[src/rtl/ivlbc_decrypt.sv]
// Iterative IVLBC decryption core: expands the 80-bit key forward, then runs inverse rounds backwards.
// Optional macro KEY_CACHE_EN keeps the last master key and its final round key to skip expansion.
module ivlbc_decrypt #(
    parameter int ROUNDS = 25,
    parameter int CNT_W  = 5
) (
    input  logic         sys_clk,
    input  logic         rst_n,
    input  logic         decrypt_start,
    input  logic [63:0]  state,
    input  logic [79:0]  keys,
    output logic         decrypt_end,
    output logic [63:0]  result,
    output logic         busy,
    output logic [2:0]   dbg_state
);

    // Handshake: decrypt_start is a level request sampled only in IDLE; decrypt_end stays high in DONE
    // until decrypt_start is seen low, so a held request never retriggers without one low edge.
    localparam logic [2:0] S_IDLE   = 3'd0;
    localparam logic [2:0] S_KEYEXP = 3'd1;
    localparam logic [2:0] S_DEC    = 3'd2;
    localparam logic [2:0] S_FINISH = 3'd3;
    localparam logic [2:0] S_DONE   = 3'd4;

    localparam logic [CNT_W-1:0] CNT_LAST = CNT_W'(ROUNDS);
    localparam logic [CNT_W-1:0] CNT_ONE  = CNT_W'(1);

    function automatic logic [3:0] sbox(input logic [3:0] x);
        case (x)
            4'h0: sbox = 4'hC;  4'h1: sbox = 4'h5;  4'h2: sbox = 4'h6;  4'h3: sbox = 4'hB;
            4'h4: sbox = 4'h9;  4'h5: sbox = 4'h0;  4'h6: sbox = 4'hA;  4'h7: sbox = 4'hD;
            4'h8: sbox = 4'h3;  4'h9: sbox = 4'hE;  4'hA: sbox = 4'hF;  4'hB: sbox = 4'h8;
            4'hC: sbox = 4'h4;  4'hD: sbox = 4'h7;  4'hE: sbox = 4'h1;  default: sbox = 4'h2;
        endcase
    endfunction

    function automatic logic [3:0] sbox_inv(input logic [3:0] x);
        case (x)
            4'h0: sbox_inv = 4'h5;  4'h1: sbox_inv = 4'hE;  4'h2: sbox_inv = 4'hF;  4'h3: sbox_inv = 4'h8;
            4'h4: sbox_inv = 4'hC;  4'h5: sbox_inv = 4'h1;  4'h6: sbox_inv = 4'h2;  4'h7: sbox_inv = 4'hD;
            4'h8: sbox_inv = 4'hB;  4'h9: sbox_inv = 4'h4;  4'hA: sbox_inv = 4'h6;  4'hB: sbox_inv = 4'h3;
            4'hC: sbox_inv = 4'h0;  4'hD: sbox_inv = 4'h7;  4'hE: sbox_inv = 4'h9;  default: sbox_inv = 4'hA;
        endcase
    endfunction

    function automatic logic [79:0] key_update(input logic [79:0] k, input logic [CNT_W-1:0] i);
        logic [79:0] t;
        t = {k[18:0], k[79:19]};
        t[79:76] = sbox(t[79:76]);
        t[19:15] = t[19:15] ^ 5'(i);
        return t;
    endfunction

    function automatic logic [79:0] inv_key_update(input logic [79:0] k, input logic [CNT_W-1:0] i);
        logic [79:0] t;
        t = k;
        t[19:15] = t[19:15] ^ 5'(i);
        t[79:76] = sbox_inv(t[79:76]);
        return {t[60:0], t[79:61]};
    endfunction

    // Forward P-layer sends bit j to (16*j) mod 63 (bit 63 fixed); undo it by gathering from there.
    function automatic logic [63:0] inv_round(input logic [63:0] d);
        logic [63:0] p;
        logic [63:0] o;
        logic [5:0]  src;
        logic [5:0]  b;
        p = '0;
        o = '0;
        for (int j = 0; j < 64; j++) begin
            src = (j == 63) ? 6'd63 : 6'((j * 16) % 63);
            p[j[5:0]] = d[src];
        end
        for (int n = 0; n < 16; n++) begin
            b = 6'(n * 4);
            o[b +: 4] = sbox_inv(p[b +: 4]);
        end
        return o;
    endfunction

    logic [2:0]       state_q, state_d;
    logic [CNT_W-1:0] cnt_q, cnt_d;
    logic [63:0]      d_q, d_d;
    logic [79:0]      k_q, k_d;
    logic [63:0]      result_q, result_d;
    logic             end_q, end_d;
    logic [79:0]      k_fwd;

`ifdef KEY_CACHE_EN
    logic [79:0] mkey_q, mkey_d;
    logic [79:0] cache_key_q, cache_key_d;
    logic [79:0] cache_rk_q, cache_rk_d;
    logic        cache_valid_q, cache_valid_d;
`endif

    always_comb begin
        state_d  = state_q;
        cnt_d    = cnt_q;
        d_d      = d_q;
        k_d      = k_q;
        result_d = result_q;
        end_d    = end_q;
        k_fwd    = key_update(k_q, cnt_q);
`ifdef KEY_CACHE_EN
        mkey_d        = mkey_q;
        cache_key_d   = cache_key_q;
        cache_rk_d    = cache_rk_q;
        cache_valid_d = cache_valid_q;
`endif
        case (state_q)
            S_IDLE: begin
                if (decrypt_start) begin
                    d_d     = state;
                    k_d     = keys;
                    cnt_d   = CNT_ONE;
                    state_d = S_KEYEXP;
`ifdef KEY_CACHE_EN
                    mkey_d = keys;
                    if (cache_valid_q && (keys == cache_key_q)) begin
                        k_d     = cache_rk_q;
                        cnt_d   = CNT_LAST;
                        state_d = S_DEC;
                    end
`endif
                end
            end
            S_KEYEXP: begin
                k_d = k_fwd;
                if (cnt_q == CNT_LAST) begin
                    state_d = S_DEC;
`ifdef KEY_CACHE_EN
                    cache_key_d   = mkey_q;
                    cache_rk_d    = k_fwd;
                    cache_valid_d = 1'b1;
`endif
                end else begin
                    cnt_d = cnt_q + CNT_ONE;
                end
            end
            S_DEC: begin
                d_d = inv_round(d_q ^ k_q[79:16]);
                k_d = inv_key_update(k_q, cnt_q);
                if (cnt_q == CNT_ONE) begin
                    state_d = S_FINISH;
                end else begin
                    cnt_d = cnt_q - CNT_ONE;
                end
            end
            S_FINISH: begin
                result_d = d_q ^ k_q[79:16];
                end_d    = 1'b1;
                state_d  = S_DONE;
            end
            S_DONE: begin
                if (!decrypt_start) begin
                    end_d   = 1'b0;
                    state_d = S_IDLE;
                end
            end
            default: state_d = S_IDLE;
        endcase
    end

    always_ff @(posedge sys_clk or negedge rst_n) begin
        if (!rst_n) begin
            state_q  <= S_IDLE;
            cnt_q    <= '0;
            d_q      <= '0;
            k_q      <= '0;
            result_q <= '0;
            end_q    <= 1'b0;
`ifdef KEY_CACHE_EN
            mkey_q        <= '0;
            cache_key_q   <= '0;
            cache_rk_q    <= '0;
            cache_valid_q <= 1'b0;
`endif
        end else begin
            state_q  <= state_d;
            cnt_q    <= cnt_d;
            d_q      <= d_d;
            k_q      <= k_d;
            result_q <= result_d;
            end_q    <= end_d;
`ifdef KEY_CACHE_EN
            mkey_q        <= mkey_d;
            cache_key_q   <= cache_key_d;
            cache_rk_q    <= cache_rk_d;
            cache_valid_q <= cache_valid_d;
`endif
        end
    end

    assign decrypt_end = end_q;
    assign result      = result_q;
    assign busy        = (state_q == S_KEYEXP) || (state_q == S_DEC) || (state_q == S_FINISH);
    assign dbg_state   = state_q;

endmodule

[config.mk]
export PLATFORM = sky130hd
export DESIGN_NAME = ivlbc_decrypt
export DESIGN_NICKNAME = d
export VERILOG_FILES = /design/src/rtl/ivlbc_decrypt.sv
export SDC_FILE = /design/constraint.sdc
export NUM_CORES = 1
export LEC_CHECK = 0
export ABC_AREA = 1
export BUFFER_PORTS_ARGS = -buffer_cell sky130_fd_sc_hd__buf_2
export CORE_AREA = 5 5 162 164
export DETAILED_ROUTE_END_ITERATION = 12
export DIE_AREA = 0 0 167 169
export GPL_ROUTABILITY_DRIVEN = 1
export PLACE_DENSITY = 0.88
export SLEW_MARGIN = 40
export SYNTH_ARGS = -nofsm -noshare
export SYNTH_HDL_FRONTEND = slang
export SYNTH_SLANG_ARGS = --single-unit
[constraint.sdc]
create_clock -name sys_clk -period 2.6 [get_ports sys_clk]
set_input_delay 0.26 -clock sys_clk [delete_from_list [all_inputs] [get_ports sys_clk]]
set_output_delay 0.26 -clock sys_clk [all_outputs]
set_load 0.005 [all_outputs]
[Word level (Yosys, flattened, before mapping)]
Memory sizes are Yosys's and may differ from the RTL's.
Index checks and enable logic that the tools add are counted.
Cells by class
  bitwise gates (word level): 3
  $add $sub $neg: 2
  muxes and demuxes: 15
  equal/unequal tests: 12
  reduce and logical (&&, ||, !) cells: 11
Operator list (number)
  one-hot mux 80 bit (3 select lines): 1
  one-hot mux 64 bit (2 select lines): 1
  2-to-1 mux 80 bit: 1
  2-to-1 mux 64 bit: 1
  bitwise XOR 64 bit: 1
  2-to-1 mux 5 bit: 3
  one-hot mux 3 bit (5 select lines): 1
  one-hot mux 5 bit (3 select lines): 1
  2-to-1 mux 3 bit: 4
  != test 2 bit, second input constant: 6
  bitwise XOR 5 bit: 2
  AND reduction 4 bit: 2
  equality test 3 x 2 -> 1 bit, second input constant: 2
  AND reduction 2 bit: 3
  adder 5 x 1 -> 5 bit, second input constant: 1
  equality test 5 x 1 -> 1 bit, second input constant: 1
  equality test 5 bit, second input constant: 1
  subtractor 5 x 1 -> 5 bit, second input constant: 1
  nonzero test 2 bit: 2
  equality test 3 x 1 -> 1 bit, second input constant: 1
  equality test 3 bit, second input constant: 1
  logical NOT 3 bit: 1
  nonzero test 3 bit: 1
  logical OR 1 bit: 2
  other kinds (2): 2
Word-level totals
  output and inout port bits: 69
  memories: 18
  memory bits (read-only): 1152
  bits in registers: 217
  input port bits: 147
Memories
  (name not given): words 16, bits a word 4, rd ports 1, clocked after memory_dff 0, wr ports 0, line 30  | case (x)
  (name not given): words 16, bits a word 4, rd ports 1, clocked after memory_dff 0, wr ports 0, line 39  | case (x)
  (name not given): words 16, bits a word 4, rd ports 1, clocked after memory_dff 0, wr ports 0, line 39
  (name not given): words 16, bits a word 4, rd ports 1, clocked after memory_dff 0, wr ports 0, line 39
  (name not given): words 16, bits a word 4, rd ports 1, clocked after memory_dff 0, wr ports 0, line 39
  (name not given): words 16, bits a word 4, rd ports 1, clocked after memory_dff 0, wr ports 0, line 39
  12 more memories

[Logic depth before layout (Yosys ltp)]
  depth after elaboration: 3
  gate-level depth with buffers: 12

[Least setup slack after synthesis]
OpenSTA, ideal clock, no wires.
  kind: reg2reg
  from: reg k_q[16]
  to: reg d_q[0]
  cell stages (with the launch flop): 13
  buffers on the path: 0
  arrival: 1.643 ns
  library setup time: 0.117 ns
  path slack: 0.841 ns
  required time: 2.483 ns
  cells stage by stage: dfrtp_1 > inv_1 > nand2_1 > nand2_1 > inv_1 > ha_1 > or2_2 > nand2_1 > nand2_1 > nand2_1 > nand3_1 > nand2_1 > nand2_1
On the way
  longest elaborated chain between the ends: 3
Ends and longest elaborated chain
  from (decl): line 85  | logic [79:0] k_q, k_d;
  from (signal assigned): line 183  | k_q <= k_d;
  bitwise XOR 64 bit: line 142  | d_d = inv_round(d_q ^ k_q[79:16]);
  memory read (16 x 4 bit)
  one-hot mux 64 bit (2 select lines): line 111  | case (state_q)
  to (signal assigned): line 169  | d_q <= '0;
  to (signal assigned): line 182  | d_q <= d_d;
  to (decl): line 84  | logic [63:0] d_q, d_d;
Every way passes these cells.
A chain may end at the register's enable or synchronous reset.

[Final worst setup path]
Ends and elaborated chain as after synthesis.

==> impl_metrics.csv <==
group,metric,value,unit
synthesis,yosys_warnings,0,
synthesis,syn_inst,2298,
sta,tightest_slew,0.7916,ns
floorplanning,initial_utilization,62.24,%
setup_path,cp-start-kind,"flip-flop",
cells_and_area,final_common_cell,"nand2_1",
grt,grt_max_degree,85,
cells_and_area,register_area,5430,um2
sta,max_freq,487.7,MHz
clock_tree,cts_tree,"built",
synthesis,synth-seq-cells,217,
synthesis,yosysSeqAreaShare,35.26,%
power,switching_share,54.05,%
detailed_routing,vias,16228,
sta,hold_violations,0,
setup_path,worst-setup-path-type,"flip-flop to flip-flop",
clock_tree,post_cts_buffers,0,
floorplanning,die_area,28220,um2
cells_and_area,drive_gt1_share,12.57,%
cells_and_area,postLayoutCellArea,17660,um2
setup_path,crit_path_frequent_cell,"nand2_1",
synthesis,synthArstFlopShare,100.0,%
floorplanning,die_x,167,um
placed_design,gp_congestion,0.9954,
detailed_routing,drcViolationCount,0,
power,ir_drop,1.442,mV
sta,layout_min_cycle_time,2.051,ns
power,power.switching,15.83,mW
synthesis,post_synth_num_cell_types,29,
sta,skew,0.01363,ns
min_path,hold_class,"input pin to flip-flop",
power,power_frac_clock,12.4,%
floorplanning,chipHeight,169,um
cells_and_area,antennaDiodeCount,0,
status,status,"finished clean",
power,p_leak,9.675,nW
setup_path,slowest_delay,0.48,ns
grt,grt_antenna_before_repair,1,
grt,grt_usage,36.87,%
detailed_routing,routed_wl,53.21,mm
placed_design,io_buffers,215,
synthesis,syn_avg_cell_area,6.702,um2
sta,setup_viol,0,
setup_path,crit_family,"simple AND/OR/NAND/NOR gates",
setup_path,path_cells,"inv_1, nand2_1, nand2_1, inv_1, ha_1, or2_2, nand2_1, nand2_1, nand2_1, nand3_1, nand2_1, nand2_1",
clock_tree,cts_resized,0,
setup_path,r2r_cells,12,
clock_tree,numCtsBuffers,26,
cells_and_area,layout_common_cells,"nand2_1, nand3_1, nor2_1, inv_1, dfrtp_1",
floorplanning,core_area,24750,um2
cells_and_area,stdcell_count,2836,
cells_and_area,num-nets-final,2745,
power,internal-power,13.46,mW
synthesis,synthFlopType,"dfrtp_1",
sta,fin_tns_setup,0,ns
clock_tree,clk_pin_slew,0.06,ns
clock_tree,htreeDepth,1,
min_path,min_path_cells,3,
power,p_per_area,1658,nW/um2
placed_design,placed_cells,2785,
placed_design,dpl_cell_area,16790,um2
grt,grt.overflow.total,0,
cells_and_area,final_util,71.38,%
detailed_routing,ant_nets,0,
sta,slew_viol_final,0,
sta,max_slew_margin,46.85,%
setup_path,end_kind,"flip-flop",
synthesis,syn-num-nets,2556,
placed_design,place_hpwl,40.30,mm
grt,grt_pass1_vias,15296,
power,seqPwrFrac,24.5,%
synthesis,syn_area,15400,um2
clock_tree,numClockSinks,217,
clock_tree,clk_path_buf_depth,3,
setup_path,cp_data_required_time,3.02,ns
setup_path,cp.buffers_inverters,2,
detailed_routing,via_per_inst,5.722,
synthesis,synth_enable_flop_cells,0,
floorplanning,ioPinCount,216,
clock_tree,insertion_delay,0.54,ns
run,drv_cap,0,
detailed_routing,initialDrtViolationCount,2122,
detailed_routing,firstDrtPassIters,8,
setup_path,path_max_fanout,8,
clock_tree,hold_buffers,4,
sta,layout_worst_path_cycle_share,78.87,%
cells_and_area,fillerInstances,2125,
grt,grt_pass1_wl,83.61,mm
detailed_routing,wire_per_inst,18.76,um
setup_path,worst_path_max_delay_cell,"dfrtp_1",
cells_and_area,multi_input_comb_area,8665,um2
power,power_frac_comb,63.1,%
setup_path,cp.arrival,2.47,ns
floorplanning,row_count,58,
cells_and_area,syn_to_final_growth,14.69,%
sta,grt_setup_unrepaired,"false",
clock_tree,cts_root_buffer,"clkbuf_16",
setup_path,cp.depth,12,
## flip-flops by register name, indices dropped and copies added (netlist names)
name / cells
k_q: 80
result: 64
dbg_state: 3
d_q: 64
decrypt_end: 1
cnt_q: 5
## synthesized netlist by cell type (5+ instances only)
library cell | count | area share [%]
inv_1 | 218 | 5.3
nor2_1 | 221 | 5.4
o21ai_1 | 51 | 1.7
o21ai_0 | 64 | 2.1
buf_2 | 40 | 1.3
clkbuf_1 | 26 | 0.63
dfrtp_1 | 217 | 35
a31oi_1 | 19 | 0.77
buf_4 | 19 | 0.93
inv_2 | 5 | 0.12
or2_2 | 16 | 0.65
xnor2_1 | 18 | 1.0
ha_1 | 111 | 9.0
nor3_1 | 7 | 0.23
nand3b_1 | 32 | 1.6
nand3_1 | 297 | 9.7
a21oi_1 | 85 | 2.8
xor2_1 | 15 | 0.85
nand2_1 | 820 | 20
## tightest hold or removal path, delay by kind of cell
| kind | cells | cell delay (ns) |
|---|---|---|
| AND/OR/NAND/NOR | 1 | 0.07 |
| AO/OA/AOI/OAI | 1 | 0.08 |
| buffers and inverters | 1 | 0.10 |
## final timing paths
kind	startpoint	to	slack, ns
max	k_q[16]$_DFFE_PN0P_	d_q[0]$_DFFE_PN0P_	0.55
min	keys[68]	k_q[68]$_DFFE_PN0P_	0.02
max reg2reg	k_q[16]$_DFFE_PN0P_	d_q[0]$_DFFE_PN0P_	0.55
min reg2reg	result[22]$_DFFE_PN0P_	result[22]$_DFFE_PN0P_	0.48
max in group asynchronous	rst_n	k_q[56]$_DFFE_PN0P_	1.50
min in group asynchronous	rst_n	result[62]$_DFFE_PN0P_	0.31
## area by class of cell
type                       count  share of cell area (%)
multi-input combinational   1768                   49.05
clock buffer                  36                   4.130
timing repair buffer         250                   8.330
tap                          330                   2.338
inverter                     224                   4.796
clock inverter                11                  0.6092
sequential                   217                   30.74
## cell families after synthesis
group           after synthesis  synth area share [%]
xor+xnor                     33                 1.877
simple gates               1400                 37.83
buf+inv                     313                 8.530
flops                       217                 35.26
compound gates              224                 7.482
fa+ha+maj                   111                 9.018
## stage by stage
step	hold WS [ns]	setup slack (ns)	total power [mW]
after floorplan	-0.03559	0.8407	19.47
after global placement	0.2624	0.6307	24.63
after detailed placement	0.2803	0.5934	25.03
after CTS	0.0008313	0.5715	28.84
after global routing	0.01783	0.3741	31.86
final	0.01902	0.5494	29.29
## routing by layer
layer | track usage, % | wire length, um | up-vias
li1 | - | - | 7644
met1 | 52.36 | 22050 | 7549
met2 | 55.81 | 23010 | 920
met3 | 8.174 | 5952 | 113
met4 | 13.38 | 2185 | 2
met5 | 0 | 13 | -
## power groups by stage
stage                     clock network, mW  registers (mW)  logic, mW
after global placement                    0            7.03       17.6
final                                  3.64            7.16       18.5
after CTS                              3.65            7.08       18.1
after floorplan                           0            6.39       13.1
after detailed placement                  0            7.11       17.9
after global routing                   3.81            7.34       20.7
Power figures use the tool's default switching activity.
